===== src/rtl/inst_fetch.sv =====
// ---------------------------------------------------------------------------
// inst_fetch: instruction-supply stage for the processor core.
//
// Holds a small program store (written only while idle), walks a program
// counter over it and offers one instruction at a time on a valid/ready
// handshake. Issue is paced by a tick divider so the core steps at a visible
// rate; a single-step pulse fetches exactly one word while idle.
//
// Ports
//   clk, reset        rising-edge clock, async active-high reset
//   run               level, fetch continuously
//   step              pulse, fetch one word while idle
//   pc_clear          pulse, zero the pc (idle only)
//   load_en/addr/data program-store write port (idle only)
//   inst_ready        core accepts the presented word
//   instruction       presented word
//   address           pc of the presented word
//   inst_valid        instruction/address valid
//   busy              fetcher not idle
//   load_err          one-cycle pulse, load rejected because busy
//   fetch_count       completed handshakes, wraps at 2^32
// ---------------------------------------------------------------------------
module inst_fetch #(
    parameter int DEPTH    = 8,
    parameter int ADDR_W   = 3,
    parameter int DATA_W   = 32,
    parameter int TICK_DIV = 30000000
) (
    input  logic              clk,
    input  logic              reset,
    input  logic              run,
    input  logic              step,
    input  logic              pc_clear,
    input  logic              load_en,
    input  logic [ADDR_W-1:0] load_addr,
    input  logic [DATA_W-1:0] load_data,
    input  logic              inst_ready,
    output logic [DATA_W-1:0] instruction,
    output logic [ADDR_W-1:0] address,
    output logic              inst_valid,
    output logic              busy,
    output logic              load_err,
    output logic [31:0]       fetch_count
);

    typedef enum logic [1:0] {S_IDLE, S_FETCH, S_ISSUE} state_t;

    localparam int                TICK_W    = (TICK_DIV > 1) ? $clog2(TICK_DIV) : 1;
    localparam logic [TICK_W-1:0] TICK_LAST = TICK_W'(TICK_DIV - 1);

    state_t              state_q, state_d;
    logic [ADDR_W-1:0]   pc_q, pc_d;
    logic [ADDR_W-1:0]   addr_q, addr_d;
    logic [DATA_W-1:0]   inst_q, inst_d;
    logic                valid_q, valid_d;
    logic                ss_q, ss_d;       // current word came from a single step
    logic [TICK_W-1:0]   tick_q, tick_d;
    logic [31:0]         cnt_q, cnt_d;
    logic                err_q, err_d;
    logic                busy_q;
    logic                mem_we;
    logic [DATA_W-1:0]   mem_q [DEPTH];

    always_comb begin
        state_d = state_q;
        pc_d    = pc_q;
        addr_d  = addr_q;
        inst_d  = inst_q;
        valid_d = valid_q;
        ss_d    = ss_q;
        tick_d  = tick_q;
        cnt_d   = cnt_q;
        mem_we  = 1'b0;
        // Loads are only legal in IDLE; elsewhere flag them for one cycle.
        err_d   = load_en && (state_q != S_IDLE);

        case (state_q)
            S_IDLE: begin
                // Strict priority; losing requests are dropped.
                if (load_en) begin
                    mem_we = 1'b1;
                end else if (pc_clear) begin
                    pc_d = '0;
                end else if (run) begin
                    state_d = S_FETCH;
                    tick_d  = '0;
                end else if (step) begin
                    inst_d  = mem_q[pc_q];
                    addr_d  = pc_q;
                    valid_d = 1'b1;
                    ss_d    = 1'b1;
                    state_d = S_ISSUE;
                end
            end
            S_FETCH: begin
                if (!run) begin
                    state_d = S_IDLE;
                end else if (tick_q == TICK_LAST) begin
                    inst_d  = mem_q[pc_q];
                    addr_d  = pc_q;
                    valid_d = 1'b1;
                    state_d = S_ISSUE;
                end else begin
                    tick_d = tick_q + 1'b1;
                end
            end
            S_ISSUE: begin
                // run dropping here does not abort; the handshake finishes first.
                if (inst_ready) begin
                    valid_d = 1'b0;
                    pc_d    = pc_q + 1'b1;
                    cnt_d   = cnt_q + 32'd1;
                    ss_d    = 1'b0;
                    if (run && !ss_q) begin
                        state_d = S_FETCH;
                        tick_d  = '0;
                    end else begin
                        state_d = S_IDLE;
                    end
                end
            end
            default: state_d = S_IDLE;
        endcase
    end

    always_ff @(posedge clk or posedge reset) begin
        if (reset) begin
            state_q <= S_IDLE;
            pc_q    <= '0;
            addr_q  <= '0;
            inst_q  <= '0;
            valid_q <= 1'b0;
            ss_q    <= 1'b0;
            tick_q  <= '0;
            cnt_q   <= '0;
            err_q   <= 1'b0;
            busy_q  <= 1'b0;
        end else begin
            state_q <= state_d;
            pc_q    <= pc_d;
            addr_q  <= addr_d;
            inst_q  <= inst_d;
            valid_q <= valid_d;
            ss_q    <= ss_d;
            tick_q  <= tick_d;
            cnt_q   <= cnt_d;
            err_q   <= err_d;
            busy_q  <= (state_d != S_IDLE);
        end
    end

    // Program store clears to NOP on reset.
    always_ff @(posedge clk or posedge reset) begin
        if (reset) begin
            for (int i = 0; i < DEPTH; i++) mem_q[i] <= '0;
        end else if (mem_we) begin
            mem_q[load_addr] <= load_data;
        end
    end

    assign instruction = inst_q;
    assign address     = addr_q;
    assign inst_valid  = valid_q;
    assign busy        = busy_q;
    assign load_err    = err_q;
    assign fetch_count = cnt_q;

endmodule


===== config.mk =====
export PLATFORM = sky130hd
export DESIGN_NAME = inst_fetch
export DESIGN_NICKNAME = d
export VERILOG_FILES = /design/src/rtl/inst_fetch.sv
export SDC_FILE = /design/constraint.sdc
export NUM_CORES = 1
export LEC_CHECK = 0
export CAP_MARGIN = 15
export CELL_PAD_IN_SITES_DETAIL_PLACEMENT = 0
export CELL_PAD_IN_SITES_GLOBAL_PLACEMENT = 1
export CORE_UTILIZATION = 54
export DETAILED_ROUTE_END_ITERATION = 12
export GPL_ROUTABILITY_DRIVEN = 0
export PLACE_DENSITY = 0.95
export SLEW_MARGIN = 20
export SYNTH_ARGS = -nofsm -noshare
export SYNTH_HDL_FRONTEND = slang
export SYNTH_SLANG_ARGS = --single-unit

===== constraint.sdc =====
create_clock -name clk -period 27.3 [get_ports clk]
set_input_delay 5.46 -clock clk [delete_from_list [all_inputs] [get_ports clk]]
set_output_delay 5.46 -clock clk [all_outputs]
set_load 0.01 [all_outputs]

[Word level (Yosys, flattened, before mapping)]
Index checks and enable logic that the tools add are counted.
Word-level totals
  word-level logic and storage cells: 108
  register bits after elaboration: 357
  output and inout bits: 70
  bits of input ports: 42
Cells by class
  add/sub/neg operators: 3
  equality and inequality tests: 14
  bitwise logic cells: 2
  multiplexer cells: 52
  reduce and logical (&&, ||, !) cells: 16
  magnitude comparators: 3
Operators by type and width (number)
  two-way mux 32 bit: 9
  bitwise mux 256 bit: 1
  two-way mux 25 bit: 7
  binary-select mux 32 bit (select 3 bit): 1
  demux 32 bit (select 3 bit): 1
  case mux 25 bit (3 select lines): 1
  case mux 32 bit (2 select lines): 1
  adder 32 x 1 -> 32 bit, second input constant: 1
  two-way mux 3 bit: 9
  adder 25 x 1 -> 25 bit, second input constant: 1
  equality test 25 bit, second input constant: 1
  != test 2 bit, second input constant: 11
  AND reduction 8 bit: 2
  two-way mux 2 bit: 7
  case mux 3 bit (2 select lines): 2
  two-way mux 1 bit: 10
  greater-or-equal comparator 4 bit, second input constant: 2
  inverter 3 -> 4 bit: 2
  nonzero test 2 bit: 4
  AND reduction 7 bit: 1
  case mux 2 bit (3 select lines): 1
  AND reduction 6 bit: 1
  less-than comparator 4 x 1 -> 1 bit, second input constant: 1
  AND reduction 4 bit: 1
  10 further kinds: 12

[Logic depth before layout (Yosys ltp)]
Gate-level depths: netlist (run 1).
  word-level depth: 9
  mapped depth: 9
  depth with buffers taken out: 7

[Least setup slack after synthesis (run 1)]
OpenSTA, ideal clock, no wires.
  path kind: input-to-reg
  start point: input run
  end point: register addr_q[2], in the netlist address[2]
  path buffers: 2
  required time: 27.175 ns
  stages on the path: 5
  data arrival time: 7.067 ns
  slack: 20.108 ns
  library setup time: 0.125 ns
  cell sequence: or4b_2 o32a_2 buf_6 buf_12 mux2_4
Between the ends
  longest elaborated chain between the ends: 2
  elaborated cells on any way between the ends: 3
  classes of those cells: eq/ne: 2; reduce/logical: 1
Ends and longest elaborated chain
  from (decl): RTL line 31  | input logic run,
  != test 2 bit (no source line)
  AND reduction 7 bit (no source line) *
  to (signal assigned): RTL line 141  | addr_q <= addr_d;
  to (decl): RTL line 53  | logic [ADDR_W-1:0] addr_q, addr_d;
Mark *: on every way between the ends. The rest lies on a longest branch, timed or not.
A chain may end at the register's enable or synchronous reset.

[Final worst setup path (run 1)]
  start point: input load_en
  end point: register mem_q[54] in the netlist's numbering
Between the ends
  longest elaborated chain between the ends: 2
Ends and longest elaborated chain
  from (decl): RTL line 34  | input logic load_en,
  two-way mux 1 bit: RTL line 80  | if (load_en) begin
  two-way mux 1 bit: RTL line 77  | case (state_q)
  to (signal, indexed assignment): RTL line 157  | mem_q[load_addr] <= load_data;
  to (decl): RTL line 62  | logic [DATA_W-1:0] mem_q [DEPTH];
No other way between the ends.

==> flow_metrics.tcl, run 1 <==
set metrics [dict create \
    clockBufferDepth 3 \
    maxSlewViolCount 0 \
    cp-start-kind "primary input" \
    total_power_mw 1.603 \
    drc_errors 0 \
    cts_setup_buffers 0 \
    timing.final.ws_setup_ns 19.84 \
    htreeDepth 2 \
    skew_ns 0.007750 \
    rows 62 \
    dieWidth_um 174.2 \
    dp_hpwl_um 18930 \
    netlist_instances 1065 \
    place_ws_ns 19.31 \
    ys_types 48 \
    first_global_vias 10221 \
    cts_tree "built" \
    layout-drive-gt1-share 0.3906 \
    cp.arrival_ns 7.87 \
    async_flop_share 1.000 \
    clock_sinks 357 \
    synth_top_flop_cell "dfrtp_1" \
    final_common_cell "dfrtp_1" \
    start_util 0.5535 \
    numPortBuffers 111 \
    crit_path_end_kind "flip-flop" \
    p_per_area_nw_per_um2 85.91 \
    fillers 2040 \
    routed_wirelength_um 32770 \
    grt_max_degree 134 \
    status "complete, no violations" \
    drtIter0Drc 576 \
    wl_per_cell_um 20.75 \
    cp.required_ns 27.71 \
    antenna_found_initial 1 \
    syn_area_um2 16020 \
    final_util 0.6449 \
    yosysTopAreaCell "dfrtp_1" \
    p_leak_nw 7.958 \
    fmax_mhz 134.1 \
    synth_edf_count 0 \
    cts.reportedPaths.clkPinSlew_ns 0.06 \
    gr-total-overflow 0 \
    yosysTopAreaCellShare 0.5578 \
    hold_violations 0 \
    finalSetupViolCount 0 \
    timing.final.crit_share 0.2731 \
    vias 9324 \
    max_stage_delay_ns 0.96 \
    critical_path.max_fanout 32 \
    nets 1213 \
    synth_seq_cells 357 \
    area_growth_pct 16.51 \
    avgViaCountPerCell 5.905 \
    crit_buf_inv 2 \
    critPathTopFamily "simple AND/OR/NAND/NOR gates" \
    ios 112 \
    crit_chain "clkdlybuf4s50_1, inv_1, nor4_1, and3_2, mux2_2" \
    cts_buffers 38 \
    cts-root-buf "clkbuf_16" \
    syn_nets 1110 \
    tightest_slew_ns 1.073 \
    crit_path_top_delay_cell "and3_2" \
    critical_path_class "in -> reg" \
    dieArea_um2 30350 \
    ys.warnings.count 0 \
    ctsHoldBuffers 0 \
    cap_violations 0 \
    rsz0062_at_grt "no" \
    syn_area_per_cell_um2 15.04 \
    ys_top_cells_by_area "dfrtp_1 56%, mux2_2 21%, mux4_2 9.0%" \
    finalCriticalPeriod_ns 7.456 \
    ant_nets 0 \
    cts.repair.resized 0 \
    ys_seq_area_frac 0.5578 \
    grt_first_pass_wirelength_um 54710 \
    hp-class "reg -> reg" \
    layout_common_cells "354 x dfrtp_1, 295 x mux2_2, 111 x clkdlybuf4s50_1" \
    first_pass_iters 4 \
    core_um2 28940 \
    clock_latency_ns 0.53 \
    grt_usage 0.2268 \
    setup_tns_ns 0 \
    peakVddDrop_v 0.00004910 \
    die_h_um 174.2 \
    max-slew-margin-rel 0.2847 \
]
==> area by class of cell <==
class	count	area [um2]	area share
flip-flops and latches	357	8940	0.4790
multi-input cells	638	6745	0.3614
clock buffers	58	1137	0.06095
inverters	10	45.04	0.002414
well taps	384	480.5	0.02575
clock inverters	7	103.9	0.005565
diodes	2	5.005	0.0002682
repair buffers	123	1205	0.06457
==> synthesized netlist by cell type (2+ instances only) <==
master / instances
a211o_1: 4
a21oi_1: 15
a31oi_1: 12
a41oi_1: 5
and2_1: 3
and3_1: 12
and4_1: 7
buf_1: 31
buf_12: 3
buf_2: 5
buf_6: 3
clkbuf_1: 18
dfrtp_1: 357
ha_1: 3
inv_1: 9
mux2_2: 295
mux2_4: 29
mux2i_1: 3
mux4_2: 64
nand2_1: 36
nand2b_1: 3
nand3_1: 23
nand4_1: 14
nor2_1: 25
nor2b_1: 5
nor3_1: 6
nor3b_1: 2
nor4_1: 6
o21a_1: 4
o21ai_0: 10
o21ai_1: 2
or3_1: 2
or4_1: 3
or4b_1: 2
xnor2_1: 23
xor2_1: 9
==> worst paths after layout <==
kind	from	end	depth (start not counted)	slack, ns
max	load_en	mem_q[54]$_DFFE_PP0P_	5	19.84
min	fetch_count[31]$_DFFE_PP0P_	fetch_count[31]$_DFFE_PP0P_	1	0.49
max reg2reg	tick_q[0]$_DFFE_PP0P_	tick_q[3]$_DFFE_PP0P_	7	24.13
min reg2reg	fetch_count[31]$_DFFE_PP0P_	fetch_count[31]$_DFFE_PP0P_	1	0.49
max in group asynchronous	reset	pc_q[2]$_DFFE_PP0P_	3	20.27
min in group asynchronous	reset	mem_q[20]$_DFFE_PP0P_	2	5.45
==> per-layer routing <==
layer	vias up	part of all wire	wire length (um)	global-route usage
met1	4941	0.44	14340	0.3097
li1	4166	-	-	-
met5	-	0	0	0
met3	60	0.040	1321	0.03478
met4	0	0.022	722	0.06689
met2	157	0.50	16380	0.3777
==> power breakdown <==
part           internal (mW)  switching [mW]
clock network          0.306           0.204
logic                  0.231           0.111
registers              0.668          0.0821
total                   1.21           0.397
==> kinds of logic after synthesis <==
family / share of synthesized area
adders and majority gates: 0.002344
DFF: 0.5578
buffers and inverters: 0.02125
AOI/OAI and AO/OA: 0.02234
xor gates and xnor gates: 0.01750
and+or+nand+nor: 0.05234
muxes: 0.3265
==> metrics by stage <==
stage | cells | hold slack, ns | area (um2)
3_3_place_gp | 1512 | 0.4637 | 17410
3_5_place_dp | 1512 | 0.4840 | 17410
5_1_grt | 1577 | 0.4937 | 18660
6_report | 1579 | 0.4923 | 18660
4_1_cts | 1577 | 0.4928 | 18650
2_1_floorplan | 1065 | 0.4668 | 16020
==> sequential cells by signal, summed over array words and instances (netlist names), 2 cells and up <==
name	cells
tick_q	25
state_q	2
address	3
mem_q	256
fetch_count	32
pc_q	3
instruction	32
Power figures use the tool's default switching activity.
==> inputs of run 2 (changes only) <==
--- a/config.mk
+++ b/config.mk
@@ -8,10 +8,10 @@
 export CAP_MARGIN = 15
 export CELL_PAD_IN_SITES_DETAIL_PLACEMENT = 0
 export CELL_PAD_IN_SITES_GLOBAL_PLACEMENT = 1
-export CORE_UTILIZATION = 54
+export CORE_UTILIZATION = 50
 export DETAILED_ROUTE_END_ITERATION = 12
 export GPL_ROUTABILITY_DRIVEN = 0
-export PLACE_DENSITY = 0.95
+export PLACE_DENSITY = 0.9
 export SLEW_MARGIN = 20
 export SYNTH_ARGS = -nofsm -noshare
 export SYNTH_HDL_FRONTEND = slang
==> constraint.sdc (replaced) <==
create_clock -name clk -period 7.6 [get_ports clk]
set_input_delay 1.52 -clock clk [delete_from_list [all_inputs] [get_ports clk]]
set_output_delay 1.52 -clock clk [all_outputs]
set_load 0.01 [all_outputs]
==> flow_metrics.tcl, run 2 (same netlist as run 1, synthesis figures left out) <==
set metrics [dict create \
    first_global_vias 9778 \
    ctsHoldBuffers 0 \
    finalCriticalPeriod_ns 3.783 \
    reg2reg_slack_ns 4.45 \
    first_pass_iters 4 \
    ant_nets 0 \
    final_common_cell "dfrtp_1" \
    drc_errors 0 \
    drtIter0Drc 677 \
    routed_wirelength_um 32410 \
    grt_max_degree 173 \
    critical_path_class "in -> reg" \
    top_register "mem_q" \
    wl_per_cell_um 20.32 \
    p_per_area_nw_per_um2 308.2 \
    cts.repair.resized 0 \
    cap_violations 0 \
    numPortBuffers 111 \
    p_leak_nw 7.967 \
    vias 9254 \
    layout-drive-gt1-share 0.3929 \
    peakVddDrop_v 0.0001569 \
    layout_common_cells "354 x dfrtp_1, 295 x mux2_2, 111 x clkdlybuf4s50_1" \
    dieWidth_um 181.0 \
    maxSlewViolCount 0 \
    rows 65 \
    clock_sinks 357 \
    cts_tree "built" \
    nets 1212 \
    cts_buffers 38 \
    antenna_found_initial 2 \
    critical_path.max_fanout 17 \
    cts-root-buf "clkbuf_16" \
    tightest_slew_ns 1.099 \
    dieArea_um2 32750 \
    avgViaCountPerCell 5.802 \
    cp.required_ns 7.99 \
    cts_setup_buffers 0 \
    setup_tns_ns 0 \
    core_um2 31560 \
    rsz0062_at_grt "no" \
    dp_hpwl_um 18850 \
    finalSetupViolCount 0 \
    start_util 0.5076 \
    crit_path_end_kind "flip-flop" \
    clockBufferDepth 3 \
    ios 112 \
    area_growth_pct 16.80 \
    hp-class "reg -> reg" \
    grt_usage 0.2046 \
    max-slew-margin-rel 0.2672 \
    timing.final.ws_setup_ns 3.817 \
    place_ws_ns 3.336 \
    hold_slack_ns 0.4806 \
    cp-start-kind "primary input" \
    cts.reportedPaths.clkPinSlew_ns 0.06 \
    htreeDepth 2 \
    fmax_mhz 264.4 \
    status "complete, no violations" \
    largest_reg_flops 256 \
    hold_violations 0 \
    clock_latency_ns 0.52 \
    timing.final.crit_share 0.4977 \
    grt_first_pass_wirelength_um 53340 \
    gr-total-overflow 0 \
    die_h_um 181.0 \
    skew_ns 0.01611 \
    cp.arrival_ns 4.17 \
]
==> run 2: final timing paths <==
path,from,endpoint,depth (start not counted)
max,load_en,mem_q[124]$_DFFE_PP0P_,6
max reg2reg,tick_q[0]$_DFFE_PP0P_,tick_q[15]$_DFFE_PP0P_,7
max in group asynchronous,reset,instruction[13]$_DFFE_PP0P_,3
min in group asynchronous,reset,fetch_count[13]$_DFFE_PP0P_,2
min reg2reg,fetch_count[31]$_DFFE_PP0P_,fetch_count[31]$_DFFE_PP0P_,1
min,fetch_count[31]$_DFFE_PP0P_,fetch_count[31]$_DFFE_PP0P_,1
==> run 2: cell type report <==
cell class / instances / area (um2)
Multi-Input combinational cell: 638 / 6745
Fill cell: 2412 / 12850
Clock buffer: 54 / 1122
Timing Repair Buffer: 122 / 1219
Sequential cell: 357 / 8940
Antenna cell: 2 / 5.005
Inverter: 10 / 41.29
Clock inverter: 10 / 132.6
Tap cell: 402 / 503.0
==> run 2: critical path, stage by stage <==
cell and delay (ns):
clkdlybuf4s50_1 0.51, inv_1 0.09, nor4_1 0.51, nand2_1 0.75
buf_4 0.48, mux2_2 0.30
==> run 2: routing by layer <==
layer,wire length [um],share of wire,GRT usage,up-vias
li1,-,-,-,4157
met1,14840,0.46,0.2867,4912
met2,15880,0.49,0.3358,143
met3,1139,0.035,0.03568,40
met4,537,0.017,0.04542,2
met5,11,0.00034,0,-
==> run 2: stage by stage <==
step	cells	power [mW]	cell area, um2	utilization
4_1_cts	1593	5.821	18700	0.5927
6_report	1595	5.766	18710	0.5929
5_1_grt	1593	6.048	18700	0.5927
2_1_floorplan	1065	3.511	16020	-
3_5_place_dp	1529	3.949	17450	0.5529
3_3_place_gp	1529	3.880	17450	0.5529
==> run 2: power breakdown <==
part	switching [mW]	leakage (nW)	internal [mW]
clock	0.726	0.623	1.13
combinational	0.407	2.92	0.832
sequential	0.276	4.42	2.40
total	1.41	7.97	4.36
